File: src/rtl/pmem_arbiter_pkg.sv
// Shared types and widths for the two-client physical-memory arbiter.
package arbiter_types;

  localparam int ADDR_W = 32;   // byte address width
  localparam int LINE_W = 256;  // cacheline width in bits

  typedef enum logic [1:0] {
    IDLE,
    SERVE_I,
    SERVE_D
  } arb_state_t;

  typedef enum logic {
    CLIENT_I,
    CLIENT_D
  } arb_client_t;

endpackage

File: src/rtl/pmem_arbiter_if.sv
// Bundle of the icache, dcache and physical-memory signals around the arbiter.
// slave: the arbiter's view; master: the caches and memory driving it.
interface pmem_arbiter_if;
  import arbiter_types::*;

  // icache side
  logic              i_read;
  logic [ADDR_W-1:0] i_address;
  logic              i_resp;
  logic [LINE_W-1:0] i_rdata;

  // dcache side
  logic              d_read;
  logic              d_write;
  logic [ADDR_W-1:0] d_address;
  logic [LINE_W-1:0] d_wdata;
  logic              d_resp;
  logic [LINE_W-1:0] d_rdata;

  // physical-memory side
  logic              pmem_read;
  logic              pmem_write;
  logic [ADDR_W-1:0] pmem_address;
  logic [LINE_W-1:0] pmem_wdata;
  logic              pmem_resp;
  logic [LINE_W-1:0] pmem_rdata;

  modport slave (
    input  i_read, i_address, d_read, d_write, d_address, d_wdata,
           pmem_resp, pmem_rdata,
    output i_resp, i_rdata, d_resp, d_rdata,
           pmem_read, pmem_write, pmem_address, pmem_wdata
  );

  modport master (
    output i_read, i_address, d_read, d_write, d_address, d_wdata,
           pmem_resp, pmem_rdata,
    input  i_resp, i_rdata, d_resp, d_rdata,
           pmem_read, pmem_write, pmem_address, pmem_wdata
  );

endinterface

File: src/rtl/pmem_arbiter.sv
// Round-robin arbiter serialising icache line reads and dcache line
// reads/write-backs onto a single cacheline-wide memory port. Memory-side
// outputs are registered; client responses are combinational pass-throughs.
module pmem_arbiter
  import arbiter_types::*;
(
  input  logic          clk,
  input  logic          rst,
  pmem_arbiter_if.slave bus
);

  arb_state_t        state_q, state_d;
  arb_client_t       last_grant_q, last_grant_d;
  logic              pmem_read_q, pmem_read_d;
  logic              pmem_write_q, pmem_write_d;
  logic [ADDR_W-1:0] pmem_address_q, pmem_address_d;
  logic [LINE_W-1:0] pmem_wdata_q, pmem_wdata_d;
  logic              i_resp, d_resp;

  logic i_req, d_req, grant_d;

  assign i_req = bus.i_read;
  assign d_req = bus.d_read | bus.d_write;
  // dcache wins when alone, or on a tie when icache held the last grant.
  assign grant_d = d_req && (!i_req || last_grant_q == CLIENT_I);

  // Next state, values to latch into the memory-side registers, client responses.
  always_comb begin
    // NOTE: every signal driven here gets a default first, so no path can infer a latch.
    state_d        = state_q;
    last_grant_d   = last_grant_q;
    pmem_read_d    = pmem_read_q;
    pmem_write_d   = pmem_write_q;
    pmem_address_d = pmem_address_q;
    pmem_wdata_d   = pmem_wdata_q;
    i_resp         = 1'b0;
    d_resp         = 1'b0;

    unique case (state_q)
      IDLE: begin
        if (grant_d) begin
          // Read and write together is treated as a write-back.
          state_d        = SERVE_D;
          last_grant_d   = CLIENT_D;
          pmem_read_d    = bus.d_read & ~bus.d_write;
          pmem_write_d   = bus.d_write;
          pmem_address_d = bus.d_address;
          pmem_wdata_d   = bus.d_wdata;
        end else if (i_req) begin
          state_d        = SERVE_I;
          last_grant_d   = CLIENT_I;
          pmem_read_d    = 1'b1;
          pmem_write_d   = 1'b0;
          pmem_address_d = bus.i_address;
        end
      end
      SERVE_I: begin
        if (bus.pmem_resp) begin
          i_resp       = 1'b1;
          state_d      = IDLE;
          pmem_read_d  = 1'b0;
          pmem_write_d = 1'b0;
        end
      end
      SERVE_D: begin
        if (bus.pmem_resp) begin
          d_resp       = 1'b1;
          state_d      = IDLE;
          pmem_read_d  = 1'b0;
          pmem_write_d = 1'b0;
        end
      end
      default: state_d = IDLE;
    endcase
  end

  // State, grant history and memory-side registers; reset abandons any transaction.
  always_ff @(posedge clk or posedge rst) begin
    // NOTE: non-blocking assignments so every register samples pre-edge values.
    if (rst) begin
      state_q        <= IDLE;
      last_grant_q   <= CLIENT_I;
      pmem_read_q    <= 1'b0;
      pmem_write_q   <= 1'b0;
      pmem_address_q <= '0;
      pmem_wdata_q   <= '0;
    end else begin
      state_q        <= state_d;
      last_grant_q   <= last_grant_d;
      pmem_read_q    <= pmem_read_d;
      pmem_write_q   <= pmem_write_d;
      pmem_address_q <= pmem_address_d;
      pmem_wdata_q   <= pmem_wdata_d;
    end
  end

  assign bus.pmem_read    = pmem_read_q;
  assign bus.pmem_write   = pmem_write_q;
  assign bus.pmem_address = pmem_address_q;
  assign bus.pmem_wdata   = pmem_wdata_q;
  assign bus.i_resp       = i_resp;
  assign bus.d_resp       = d_resp;
  assign bus.i_rdata      = bus.pmem_rdata;
  assign bus.d_rdata      = bus.pmem_rdata;

endmodule
File: src/flat_wrapper.sv
// flat-port wrapper written by rule: the top's interface ports become plain ports
module pmem_arbiter_flat import arbiter_types::*;
  (clk, rst, bus_i_read, bus_i_address, bus_d_read, bus_d_write, bus_d_address, bus_d_wdata, bus_pmem_resp, bus_pmem_rdata, bus_i_resp, bus_i_rdata, bus_d_resp, bus_d_rdata, bus_pmem_read, bus_pmem_write, bus_pmem_address, bus_pmem_wdata);
  pmem_arbiter_if bus_i ();
  input  logic clk;
  input  logic rst;
  input wire logic [$bits(bus_i.i_read)-1:0] bus_i_read;
  input wire logic [$bits(bus_i.i_address)-1:0] bus_i_address;
  input wire logic [$bits(bus_i.d_read)-1:0] bus_d_read;
  input wire logic [$bits(bus_i.d_write)-1:0] bus_d_write;
  input wire logic [$bits(bus_i.d_address)-1:0] bus_d_address;
  input wire logic [$bits(bus_i.d_wdata)-1:0] bus_d_wdata;
  input wire logic [$bits(bus_i.pmem_resp)-1:0] bus_pmem_resp;
  input wire logic [$bits(bus_i.pmem_rdata)-1:0] bus_pmem_rdata;
  output wire logic [$bits(bus_i.i_resp)-1:0] bus_i_resp;
  output wire logic [$bits(bus_i.i_rdata)-1:0] bus_i_rdata;
  output wire logic [$bits(bus_i.d_resp)-1:0] bus_d_resp;
  output wire logic [$bits(bus_i.d_rdata)-1:0] bus_d_rdata;
  output wire logic [$bits(bus_i.pmem_read)-1:0] bus_pmem_read;
  output wire logic [$bits(bus_i.pmem_write)-1:0] bus_pmem_write;
  output wire logic [$bits(bus_i.pmem_address)-1:0] bus_pmem_address;
  output wire logic [$bits(bus_i.pmem_wdata)-1:0] bus_pmem_wdata;
  assign bus_i.i_read = bus_i_read;
  assign bus_i.i_address = bus_i_address;
  assign bus_i.d_read = bus_d_read;
  assign bus_i.d_write = bus_d_write;
  assign bus_i.d_address = bus_d_address;
  assign bus_i.d_wdata = bus_d_wdata;
  assign bus_i.pmem_resp = bus_pmem_resp;
  assign bus_i.pmem_rdata = bus_pmem_rdata;
  assign bus_i_resp = bus_i.i_resp;
  assign bus_i_rdata = bus_i.i_rdata;
  assign bus_d_resp = bus_i.d_resp;
  assign bus_d_rdata = bus_i.d_rdata;
  assign bus_pmem_read = bus_i.pmem_read;
  assign bus_pmem_write = bus_i.pmem_write;
  assign bus_pmem_address = bus_i.pmem_address;
  assign bus_pmem_wdata = bus_i.pmem_wdata;
  pmem_arbiter u_core (.clk(clk), .rst(rst), .bus(bus_i));
endmodule
File: config.mk
export PLATFORM = sky130hd
export DESIGN_NAME = pmem_arbiter_flat
export DESIGN_NICKNAME = d
export VERILOG_FILES = /design/src/rtl/pmem_arbiter_pkg.sv /design/src/rtl/pmem_arbiter_if.sv /design/src/rtl/pmem_arbiter.sv /design/src/flat_wrapper.sv
export SDC_FILE = /design/constraint.sdc
export NUM_CORES = 1
export LEC_CHECK = 0
export BUFFER_PORTS_ARGS = -buffer_cell sky130_fd_sc_hd__buf_2
export CAP_MARGIN = 20
export CORE_AREA = 3 3 542 544
export CTS_CLUSTER_DIAMETER = 120
export DETAILED_ROUTE_END_ITERATION = 12
export DIE_AREA = 0 0 545 547
export SLEW_MARGIN = 20
export SYNTH_ARGS = -nofsm -noshare
export SYNTH_HDL_FRONTEND = slang
export SYNTH_SLANG_ARGS = --single-unit
File: constraint.sdc
create_clock -name clk -period 9.8 [get_ports clk]
set_input_delay 1.47 -clock clk [delete_from_list [all_inputs] [get_ports clk]]
set_output_delay 1.47 -clock clk [all_outputs]
set_load 0.02 [all_outputs]
After elaboration in Yosys (flattened, before gate mapping)
Index checks and enable logic that the tools add are counted.
{"block": "classes", "eq_ne": 4, "n_reduce_logical": 11, "bitwise": 4, "mux": 17}
{"operator": "32-bit two-way mux", "n": 2}
{"operator": "1-bit two-way mux", "n": 9}
{"operator": "2-bit two-way mux", "n": 3}
{"operator": "2-bit AND reduction", "n": 3}
{"operator": "1-bit case mux with 2 select lines", "n": 2}
{"operator": "2-bit case mux with 2 select lines", "n": 1}
{"operator": "2-bit nonzero test", "n": 2}
{"operator": "3-bit by 2-bit inequality test with 1-bit output, second input constant", "n": 1}
{"operator": "3-bit AND reduction", "n": 1}
{"operator": "2-bit by 1-bit equality test with 1-bit output, second input constant", "n": 1}
{"operator": "2-bit equality test, second input constant", "n": 1}
{"operator": "2-bit logical NOT", "n": 1}
{"operator": "2-bit by 1-bit inequality test with 1-bit output, second input constant", "n": 1}
{"operator": "1-bit inverter", "n": 2}
{"operator": "2-bit OR reduction", "n": 1}
{"operator": "1-bit AND", "n": 1}
{"operator": "1-bit logical AND", "n": 1}
{"operator": "1-bit logical NOT", "n": 1}
{"operator": "1-bit logical OR", "n": 1}
{"operator": "1-bit OR", "n": 1}
{"block": "word_totals", "reg_bits": 293, "input_bits": 582, "output_inout_bits": 804, "word_cells": 42}

Depth between registers and ports, before layout
Gate-level depths: netlist of the first run.
{"block": "logic_depth", "word_depth": 5, "depth_mapped": 7, "ltp_nobuf": 5}

Worst setup path after synthesis of the first run
OpenSTA, ideal clock, no wires.
{"block": "synth_path", "path_kind": "input to output", "from": "input bus_pmem_resp", "to": "output bus_d_resp", "arrival_time_ns": 1.686, "path_stages": 1, "path_slack_ns": 6.644, "path_cell_list": "and2_1"}
{"block": "synth_between", "elab_chain_cells": 2}
{"item": "start: declaration", "line_no": "flat_wrapper.sv:13", "rtl": "input wire logic [$bits(bus_i.pmem_resp)-1:0] bus_pmem_resp;"}
{"item": "1-bit two-way mux", "line_no": "pmem_arbiter.sv:66", "rtl": "if (bus.pmem_resp) begin"}
{"item": "1-bit two-way mux", "line_no": "pmem_arbiter.sv:39", "rtl": "unique case (state_q)"}
{"item": "end: declaration", "line_no": "flat_wrapper.sv:17", "rtl": "output wire logic [$bits(bus_i.d_resp)-1:0] bus_d_resp;"}
Every way passes these cells.

Worst setup path in the final report of the first run
{"block": "layout_path", "from": "input bus_d_write", "to": "register u_core.pmem_wdata_q[80] (netlist: u_core.bus.pmem_wdata[80])"}
{"block": "layout_between", "elab_chain_cells": 3}
{"item": "start: declaration", "line_no": "flat_wrapper.sv:10", "rtl": "input wire logic [$bits(bus_i.d_write)-1:0] bus_d_write;"}
{"item": "1-bit OR", "line_no": "pmem_arbiter.sv:23", "rtl": "assign d_req = bus.d_read | bus.d_write;"}
{"item": "1-bit logical AND", "line_no": "pmem_arbiter.sv:25", "rtl": "assign grant_d = d_req && (!i_req || last_grant_q == CLIENT_I);"}
{"item": "2-bit AND reduction (no source line)"}
{"item": "end signal: assignment", "line_no": "pmem_arbiter.sv:93", "rtl": "pmem_wdata_q <= pmem_wdata_d;"}
{"item": "end: declaration", "line_no": "pmem_arbiter.sv:17", "rtl": "logic [LINE_W-1:0] pmem_wdata_q, pmem_wdata_d;"}
Every way passes these cells.
A chain may end at the register's enable or synchronous reset.

==> results of run 1 <==
## stage by stage
stage          hold slack, ps  instance area [sq um]  std cells  setup slack, ps
3_5_place_dp              466                  20000       5195             5370
4_1_cts                   479                  21400       5267             6080
6_report                  472                  21500       5294             5960
2_1_floorplan             492                  16200       1223              239
3_3_place_gp              458                  20000       5195             5440
5_1_grt                   503                  21400       5281             5910
## flip-flops by register name, summed over array words and instances (netlist names)
name	flops
u_core.bus.pmem_read	1
u_core.bus.pmem_address	32
u_core.last_grant_q	1
u_core.state_q	2
u_core.bus.pmem_wdata	256
u_core.bus.pmem_write	1
## layer usage
| layer | vias up | wire length, um | track usage (%) |
|---|---|---|---|
| li1 | 3781 | - | - |
| met2 | 1246 | 64700 | 14.8 |
| met1 | 4355 | 40300 | 7.30 |
| met4 | 6 | 7900 | 4.48 |
| met5 | - | 279 | 0.641 |
| met3 | 334 | 37700 | 10.9 |
## how the worst max path moves through the flow
stage	from	to	slack, ps	cells after the start
after floorplan	rst	u_core.bus.pmem_address[0]	240	1
after global placement	bus_d_write	u_core.bus.pmem_wdata[77]	5440	6
after detailed placement	bus_d_write	u_core.bus.pmem_wdata[80]	5370	6
after CTS	bus_d_write	u_core.bus.pmem_wdata[80]	6080	6
after global routing	bus_d_write	u_core.bus.pmem_wdata[80]	5910	6
final	bus_d_write	u_core.bus.pmem_wdata[80]	5960	6
## power by group
group          total, uW  internal (uW)  switching (uW)
combinational       4420           1600            2820
clock               1540            882             660
sequential          2230           1840             384
## area by class of cell
cell class | count | area [sq um] | share of cell area [%]
clock inverter | 25 | 328 | 1.53
timing repair buffer | 624 | 3180 | 14.8
antenna | 27 | 67.6 | 0.315
sequential | 293 | 7330 | 34.2
inverter | 3 | 18.8 | 0.0874
multi-input combinational | 375 | 4600 | 21.4
tap | 3900 | 4880 | 22.7
clock buffer | 47 | 1070 | 4.97
## kinds of logic (layout without fill, tap and decap cells)
family          Yosys count  count (layout)
buf+inv                 555             699
mux                     291             291
simple gates             44              44
fa+ha+maj                 4               4
compound gates           36              36
flops                   293             293
other cells               0              27
## placed cells by master (no fill, tap or decap), types with 6 or more instances in the layout
cell,instances
buf_2,617
clkbuf_16,39
clkbuf_8,6
dfrtp_1,293
diode_2,27
mux2_2,18
mux2_4,240
mux2i_1,33
nand2_1,36
o21ai_0,32
## worst register-to-register path: cells and delay by family, from the launching register on
family                   cells  cell delay (ps)
adder cells (fa/ha/maj)      1              270
buffers and inverters        3             1620
AND/OR/NAND/NOR              1              630
flip-flops                   1              410
multiplexers                 1              430
==> out/metrics.yaml, run 1 <==
cts_buffer_depth: 3
layout-drive-gt1-share_pct: 69.9
hold_start: "u_core.bus.pmem_address[20]"
nFillCells: 33700
viasPerCell: 1.84
clk_latency_ps: 620
grtUsageTotal_pct: 9.61
final_util_pct: 7.40
hold_class: "reg2reg"
worst_pin_slew_ps: 1040
rsz0062_at_grt: "no"
end_kind: "flip-flop"
crit_slowest_cell: "buf_4"
yosysTopAreaCellShare_pct: 45.4
cts_htree_levels: 2
timing.rr.start: "u_core.state_q[0]"
crit_family: "buffers and inverters"
fp.dieW_um: 545
place_congestion: 0.752
drcViolationCount: 0
wirelength_um: 151000
synthTopCellsByArea: "dfrtp_1, buf_4, mux2_4, mux2i_1, buf_6"
final_antenna_net_count: 0
syn_inst: 1223
ctsHoldBuffers: 0
post-synth-top-count-cell: "buf_4"
die_h_um: 547
grt_max_degree: 133
initial_core_util_pct: 5.57
grt_pass1_wl_um: 172000
ir_drop_mv: 0.202
yosys_warnings: 0
clock-sinks: 293
synth_top_family_by_area: "buffers and inverters"
numCtsBuffers: 39
tns_ps: 0
cp-start-kind: "primary input"
area_growth_pct: 32.8
syn_area_sq_um: 16200
setup_viol: 0
synth.avg_cell_area_sq_um: 13.2
path_buf_inv: 3
port_buffers: 617
synth_compound_area_share_pct: 1.22
fin_worst_skew_ps: 57.0
io_pins: 1386
ys_seq_elements: 293
cpPeakStageDelay_ps: 700
ff2ff_path_depth: 6
synth.distinct_cells: 23
post_cts_buffers: 0
wl_per_cell_um: 28.5
finalCritPeriodShare_pct: 39.1
yosysSeqAreaShare_pct: 45.4
muxShareOfSynthArea_pct: 25.6
overflow: 0
slew_violations: 0
rrSetupSlack_ps: 6320
leakage_uw: 0.00893
crit_required_ps: 10310
synth_edf_count: 0
async_flop_share_pct: 100
r2r_end: "u_core.bus.pmem_wdata[80]"
yosys.area_share.xor_xnor_pct: 0
timing.slew.headroom_pct: 30.8
power.density_nw_per_um2: 382
ys.flop_type: "dfrtp_1"
cts-root-buf: "clkbuf_16"
path_clk_slew_ps: 60
first_global_vias: 10100
maxCapViolCount: 0
core_area_sq_um: 290000
yosys.area.top_type: "dfrtp_1"
yosys-top-cells-count: "buf_4, dfrtp_1, mux2_4, nand2_1, mux2i_1"
fmax_mhz: 261
antenna_found_initial: 94
nets: 1922
final_hold_viol_count: 0
dr_total_vias: 9722
drtPass1Iterations: 4
die-area_sq_um: 298000
synthAdderAreaFrac_pct: 0.310
first_iter_violations: 514
worst-setup-path-type: "in2reg"
cp_cell_sequence: "buf_2 -> a2bb2oi_4 -> and2_4 -> buf_12 -> buf_4 -> mux2_2"
cts_tree: "done"
syn-num-nets: 1809
place_hpwl_um: 139000
synthSimpleGateAreaFrac_pct: 1.15
hold_depth: 2
fin_total_pwr_uw: 8190
worstHoldEndpoint: "u_core.bus.pmem_address[20]"
crit_path_max_fanout: 86
min_period_ps: 3840
cp.arrival_ps: 4350
post_cts_resized: 0
outcome: "finished, final reports clean"
rows: 198
Note: power is estimated with default switching activity, not from simulation.
==> inputs of run 2 (changes only) <==
Settings changed: ABC_AREA from default to 1, CORE_AREA 3 3 542 544 to 3 3 541 543, DIE_AREA 0 0 545 547 to 0 0 544 546.
Clock period 9.8 ns to 3.88 ns, I/O delays scaled along.
==> run 2 against run 1 <==
  * Via count up 36%
  * Clock-buffer cell count grew 15
  * Routed wire length is 31% higher
  * Die area decreased by 0.37%
  * First-iteration DRC count is 110% higher
  * Critical path depth down 1
  * Design area decreased by 2.4%
  * Register-to-register slack lost 4700 ps
  * Combinational power is 130% higher
  * Critical path type is now reg2out
==> out/metrics.yaml, run 2 <==
outcome: "finished, final reports clean"  # unchanged
syn-num-nets: 2498  # was 1809
grt_pass1_wl_um: 228000  # was 172000 um
switchingPower_uw: 10500  # was 3860 uW
rows: 197  # was 198
ff2ff_path_depth: 6  # unchanged
met2_wirelength_um: 74200  # was 64700 um
ys.flop_type: "dfrtp_1"  # unchanged
wl_per_cell_um: 33.9  # was 28.5 um
drt-met1-wl_um: 34900  # was 40300 um
yosysSeqAreaShare_pct: 47.1  # was 45.4%
fp.dieW_um: 544  # was 545 um
nFillCells: 33800  # was 33700
ir_drop_mv: 0.596  # was 0.202 mV
first_iter_violations: 1056  # was 514
crit_path_max_fanout: 4  # was 86
cpMostUsedCell: "inv_1"
dr_total_vias: 13200  # was 9722
worst-setup-path-type: "reg2out"  # was in2reg
final_hold_viol_count: 0  # unchanged
grt_max_degree: 133  # unchanged
cp_cell_sequence: "inv_1 -> ha_1 -> nand2_1 -> inv_1 -> buf_2"  # was buf_2 -> a2bb2oi_4 -> and2_4 -> buf_12 -> buf_4 -> mux2_2
crit_slowest_cell: "dfrtp_1"  # was buf_4
largest_reg_flops: 256  # unchanged
wirelength_um: 198000  # was 151000 um
area_growth_pct: 34.7  # was 32.8%
fmax_mhz: 434
min_period_ps: 2310
cts_tree: "done"  # unchanged
cts_buffer_depth: 3  # unchanged
yosys_warnings: 0  # unchanged
leakage_uw: 0.0101  # was 0.00893 uW
rsz0062_at_grt: "no"  # unchanged
tns_ps: 0  # unchanged
ys_seq_elements: 293  # unchanged
cts-root-buf: "clkbuf_16"  # unchanged
async_flop_share_pct: 100  # unchanged
synth.distinct_cells: 18  # was 23
cts_htree_levels: 2  # unchanged
layout-drive-gt1-share_pct: 35.2  # was 69.9%
maxCapViolCount: 0  # unchanged
yosysTopAreaCellShare_pct: 47.1  # was 45.4%
sequentialPowerShare_pct: 27.8  # was 27.2%
crit_family: "buffers and inverters"  # unchanged
syn_inst: 1912  # was 1223
grtUsageTotal_pct: 12.9  # was 9.61%
viasPerCell: 2.26  # was 1.84
post-synth-top-count-cell: "nand2_1"  # was buf_4
cp.arrival_ps: 1720  # was 4350 ps
fin_worst_skew_ps: 20.5  # was 57.0 ps
cp-start-kind: "flip-flop"  # was primary input
worst-path-stages: 5  # was 6
first_global_vias: 12800  # was 10100
core_area_sq_um: 288000  # was 290000 sq um
path_clk_slew_ps: 60  # about the same
top_layer: "met5"  # unchanged
cpPeakStageDelay_ps: 410  # was 700 ps
nets: 2606  # was 1922
internal_power_uw: 9170  # was 4330 uW
ctsHoldBuffers: 0  # unchanged
antenna_found_initial: 103  # was 94
die_h_um: 546  # was 547 um
overflow: 0  # unchanged
place_congestion: 0.916  # was 0.752
layout.cells.most_common: "nand2_1"  # was buf_2
crit_required_ps: 3300  # was 10310 ps
yosys.area.top_type: "dfrtp_1"  # unchanged
synthTopCellsByArea: "dfrtp_1, buf_4, nand2_1, inv_1, buf_2"  # was dfrtp_1, buf_4, mux2_4, mux2i_1, buf_6
layout_common_cells: "nand2_1, buf_2, dfrtp_1"  # was buf_2, dfrtp_1, mux2_4
synth_edf_count: 0  # unchanged
initial_core_util_pct: 5.40  # was 5.57%
power.density_nw_per_um2: 937  # was 382 nW/um^2
io_pins: 1386  # unchanged
clk_latency_ps: 660  # was 620 ps
drcViolationCount: 0  # unchanged
slew_violations: 0  # unchanged
post_cts_buffers: 0  # unchanged
holdWs_ps: 95.1  # was 472 ps
post_cts_resized: 0  # unchanged
hold_class: "in2async"  # was reg2reg
synth.avg_cell_area_sq_um: 8.13  # was 13.2 sq um
final_antenna_net_count: 0  # unchanged
end_kind: "output pin"  # was flip-flop
finalCritPeriodShare_pct: 59.4
place_hpwl_um: 182000  # was 139000 um
p_clk_share_pct: 21.2  # was 18.8%
path_buf_inv: 3  # unchanged
port_buffers: 617  # unchanged
timing.slew.headroom_pct: 16.2  # was 30.8%
power_frac_comb_pct: 51.0  # was 54.0%
die-area_sq_um: 297000  # was 298000 sq um
drtPass1Iterations: 6  # was 4
worst_pin_slew_ps: 1260  # was 1040 ps
swShare_pct: 53.3  # was 47.1%
setup_viol: 0  # unchanged
yosys-top-cells-count: "nand2_1, buf_4, dfrtp_1, inv_1, buf_2"  # was buf_4, dfrtp_1, mux2_4, nand2_1, mux2i_1
syn_area_sq_um: 15600  # was 16200 sq um
clock-sinks: 293  # unchanged
routed-wl-met3_um: 78000  # was 37700 um
numCtsBuffers: 45  # was 39
## run 2: cell families (layout without fill, tap and decap cells)
kind of cell / count (synthesis) / count (layout) / share of synthesized area (%)
other: 0 / 22 / 0
AO/OA/AOI/OAI: 3 / 3 / 0.121
flip-flops: 293 / 293 / 47.1
buffers and inverters: 658 / 797 / 29.0
adder cells (fa/ha/maj): 4 / 4 / 0.322
AND/OR/NAND/NOR: 954 / 954 / 23.4
## run 2: metal layers
layer	GRT usage (%)	vias to the layer above
li1	-	5438
met1	6.58	5664
met2	17.2	1601
met3	23.4	497
met4	5.63	19
met5	1.59	-
## run 2: worst paths after layout
path                                                   from                          end  slack, ps
worst min-delay path                                    rst   u_core.bus.pmem_wdata[196]        100
worst min register to register  u_core.bus.pmem_address[27]  u_core.bus.pmem_address[27]        470
max in group asynchronous                               rst   u_core.bus.pmem_wdata[177]       2810
min in group clk                           bus_d_wdata[158]   u_core.bus.pmem_wdata[158]        100
worst max-delay path                      u_core.state_q[1]                   bus_i_resp       1570
worst max register to register            u_core.state_q[0]   u_core.bus.pmem_wdata[206]       1590
## run 2: power by group through the flow
stage | Clock (uW) | Combinational [uW] | Sequential (uW)
4_1_cts | 4320 | 10200 | 5450
3_5_place_dp | 0 | 10200 | 5430
6_report | 4150 | 10000 | 5460
3_3_place_gp | 0 | 10200 | 5400
2_1_floorplan | 0 | 3600 | 7200
5_1_grt | 4410 | 11200 | 5640
## run 2: worst reg2reg max path, delay by kind of cell (launching register included)
family	cells	cell delay [ps]
DFF	1	410
adders and majority gates	1	300
and+or+nand+nor	3	1030
buffers and inverters	2	470
## run 2: layout make-up
| class | count | area [sq um] | area share, % |
|---|---|---|---|
| Inverter | 78 | 304 | 1.45 |
| Antenna cell | 22 | 55.1 | 0.263 |
| Clock buffer | 62 | 1310 | 6.25 |
| Multi-Input combinational cell | 961 | 3730 | 17.8 |
| Timing Repair Buffer | 641 | 3330 | 15.9 |
| Clock inverter | 16 | 150 | 0.717 |
| Sequential cell | 293 | 7330 | 35.0 |
| Tap cell | 3781 | 4730 | 22.6 |
## run 2: metrics by stage
step	area, sq um	setup slack [ps]	total power, uW	cells	util (%)
floorplan	15600	-591	10800	1912	-
global placement	19400	1420	15600	5754	6.74
detailed placement	19400	1400	15700	5754	6.74
CTS	20900	1500	20000	5832	7.25
global route	20900	1460	21300	5838	7.26
finish	20900	1570	19600	5854	7.27
==> inputs of run 3 (changes only) <==
Settings changed: CORE_AREA 3 3 541 543 to 3 3 532 534, DIE_AREA 0 0 544 546 to 0 0 535 537.
Clock period 3.88 ns to 2 ns, I/O delays scaled along.
==> run 3 against run 2 <==
  * Via count up 12%
  * Clock-buffer cell count down 6
  * Power up 99%
  * Sequential power up 96%
  * Highest routed layer unchanged
==> out/metrics.yaml, run 3 (synthesis results as in run 2) <==
stdcell_area_sq_um: 24300  # was 20900 sq um
layout_common_cells: "nand2_1, buf_2, dlygate4sd3_1"  # was nand2_1, buf_2, dfrtp_1
cts-root-buf: "clkbuf_16"  # unchanged
nets: 2941  # was 2606
numCtsBuffers: 40  # was 45
p_clk_share_pct: 20.1  # was 21.2%
power_frac_comb_pct: 52.4  # was 51.0%
layout.cells.most_common: "nand2_1"  # unchanged
final_hold_viol_count: 0  # unchanged
first_iter_violations: 1122  # was 1056
cts_buffer_depth: 3  # unchanged
io_pins: 1386  # unchanged
holdWs_ps: 60.8  # was 95.1 ps
fmax_mhz: 528
cts_htree_levels: 2  # unchanged
swShare_pct: 52.5  # was 53.3%
first_global_vias: 14600  # was 12800
postPlaceCellArea_sq_um: 19600  # was 19400 sq um
die-area_sq_um: 287000  # was 297000 sq um
min_period_ps: 1900
finalCritPeriodShare_pct: 94.8
drtPass1Iterations: 5  # was 6
fin_total_pwr_uw: 39100  # was 19600 uW
grt_max_degree: 62  # was 133
crit_required_ps: 1700  # was 3300 ps
crit_path_max_fanout: 4  # unchanged
place_hpwl_um: 182000  # about the same
slew_violations: 0  # unchanged
timing.slew.headroom_pct: 57.5  # was 16.2%
die_h_um: 537  # was 546 um
tns_ps: 0  # unchanged
wl_per_cell_um: 32.7  # was 33.9 um
clk_latency_ps: 650  # was 660 ps
antenna_found_initial: 96  # was 103
fp.dieW_um: 535  # was 544 um
initial_core_util_pct: 5.58  # was 5.40%
area_growth_pct: 56.0  # was 34.7%
cp-start-kind: "flip-flop"  # unchanged
path_clk_slew_ps: 60  # about the same
outcome: "finished, final reports clean"  # unchanged
power.density_nw_per_um2: 1610  # was 937 nW/um^2
internal_power_uw: 18600  # was 9170 uW
port_buffers: 617  # unchanged
worst_pin_slew_ps: 638  # was 1260 ps
drcViolationCount: 0  # unchanged
dr_total_vias: 14800  # was 13200
end_kind: "output pin"  # unchanged
leakage_uw: 0.0116  # was 0.0101 uW
sequentialPowerShare_pct: 27.5  # was 27.8%
switchingPower_uw: 20500  # was 10500 uW
worst-setup-path-type: "reg2out"  # unchanged
grtUsageTotal_pct: 13.3  # was 12.9%
rows: 194  # was 197
overflow: 0  # unchanged
hold_class: "in2reg"  # was in2async
maxCapViolCount: 0  # unchanged
fin_worst_skew_ps: 43.3  # was 20.5 ps
wirelength_um: 200000  # was 198000 um
fin_ws_ps: 105  # was 1570 ps
layout-drive-gt1-share_pct: 31.1  # was 35.2%
ir_drop_mv: 0.801  # was 0.596 mV
place_congestion: 0.878  # was 0.916
pre_cts_slack_ps: 100  # was 1400 ps
largest_reg_flops: 256  # unchanged
clock-sinks: 293  # unchanged
viasPerCell: 2.41  # was 2.26
cts_tree: "done"  # unchanged
cp.arrival_ps: 1600  # was 1720 ps
grt_pass1_wl_um: 231000  # was 228000 um
setup_viol: 0  # unchanged
core_area_sq_um: 279000  # was 288000 sq um
nFillCells: 32400  # was 33800
final_antenna_net_count: 0  # unchanged
[run 3: cell types whose count changed in the layout (fill, tap and decap cells not counted), sizes merged]
cell	change
buf	+24
bufinv	+3
clkbuf	-6
clkinvlp	-2
diode	-5
dlygate4sd3	+316
inv	+1
[run 3: power groups by stage]
stage,Combinational [uW],Clock [uW],Sequential [uW]
finish,20500,7850,10700
global route,22800,8350,11100
CTS,21000,8200,10700
detailed placement,20300,0,10700
global placement,20300,0,10600
floorplan,6990,0,14000
[run 3: path summary, 6_finish.rpt]
check | startpoint | slack [ps] | depth (start not counted) | end
max in group asynchronous | rst | 1420 | 4 | u_core.bus.pmem_address[16]
worst min-delay path | bus_i_address[16] | 60 | 5 | u_core.bus.pmem_address[16]
worst max register to register | u_core.state_q[0] | 180 | 7 | u_core.bus.pmem_address[13]
min in group asynchronous | rst | 70 | 3 | u_core.bus.pmem_wdata[161]
worst min register to register | u_core.bus.pmem_wdata[118] | 470 | 2 | u_core.bus.pmem_wdata[118]
worst max-delay path | u_core.state_q[0] | 100 | 5 | bus_d_resp
[run 3: repair_timing]
action                                 4_1_cts  5_1_grt
hold buffers                               316        0
setup endpoints to repair                    1        1
gates cloned                                 0        0
resized for setup                            1        1
endpoints found under the hold margin      287        0
setup buffers                                0        0
[run 3: area by class of cell]
| class | count | area (sq um) | share of cell area, % |
|---|---|---|---|
| diodes | 17 | 42.5 | 0.175 |
| inverters | 78 | 304 | 1.25 |
| clock buffers | 56 | 1210 | 5.00 |
| clock inverters | 18 | 205 | 0.846 |
| multi-input cells | 961 | 3720 | 15.4 |
| well taps | 3724 | 4660 | 19.2 |
| repair buffers | 981 | 6780 | 27.9 |
| flip-flops and latches | 293 | 7330 | 30.2 |
[run 3: metal layers]
layer  GRT usage, %  wire, um  up-vias
met2           17.5     74100     1601
met1           7.25     37000     6400
met5           1.84       930        -
li1               -         -     6100
met4           8.58     16100       39
met3           22.3     72200      610
[run 3: through the flow]
stage	instances	util (%)
floorplan	1912	-
global placement	5721	7.04
detailed placement	5721	7.04
CTS	6111	8.68
global route	6124	8.70
finish	6128	8.70
[run 3: worst max-delay path, cell delays in order (launching register included)]
cell	delay, ps
dfrtp_1	390
inv_1	80
ha_1	200
nand2_1	110
inv_1	50
buf_2	150
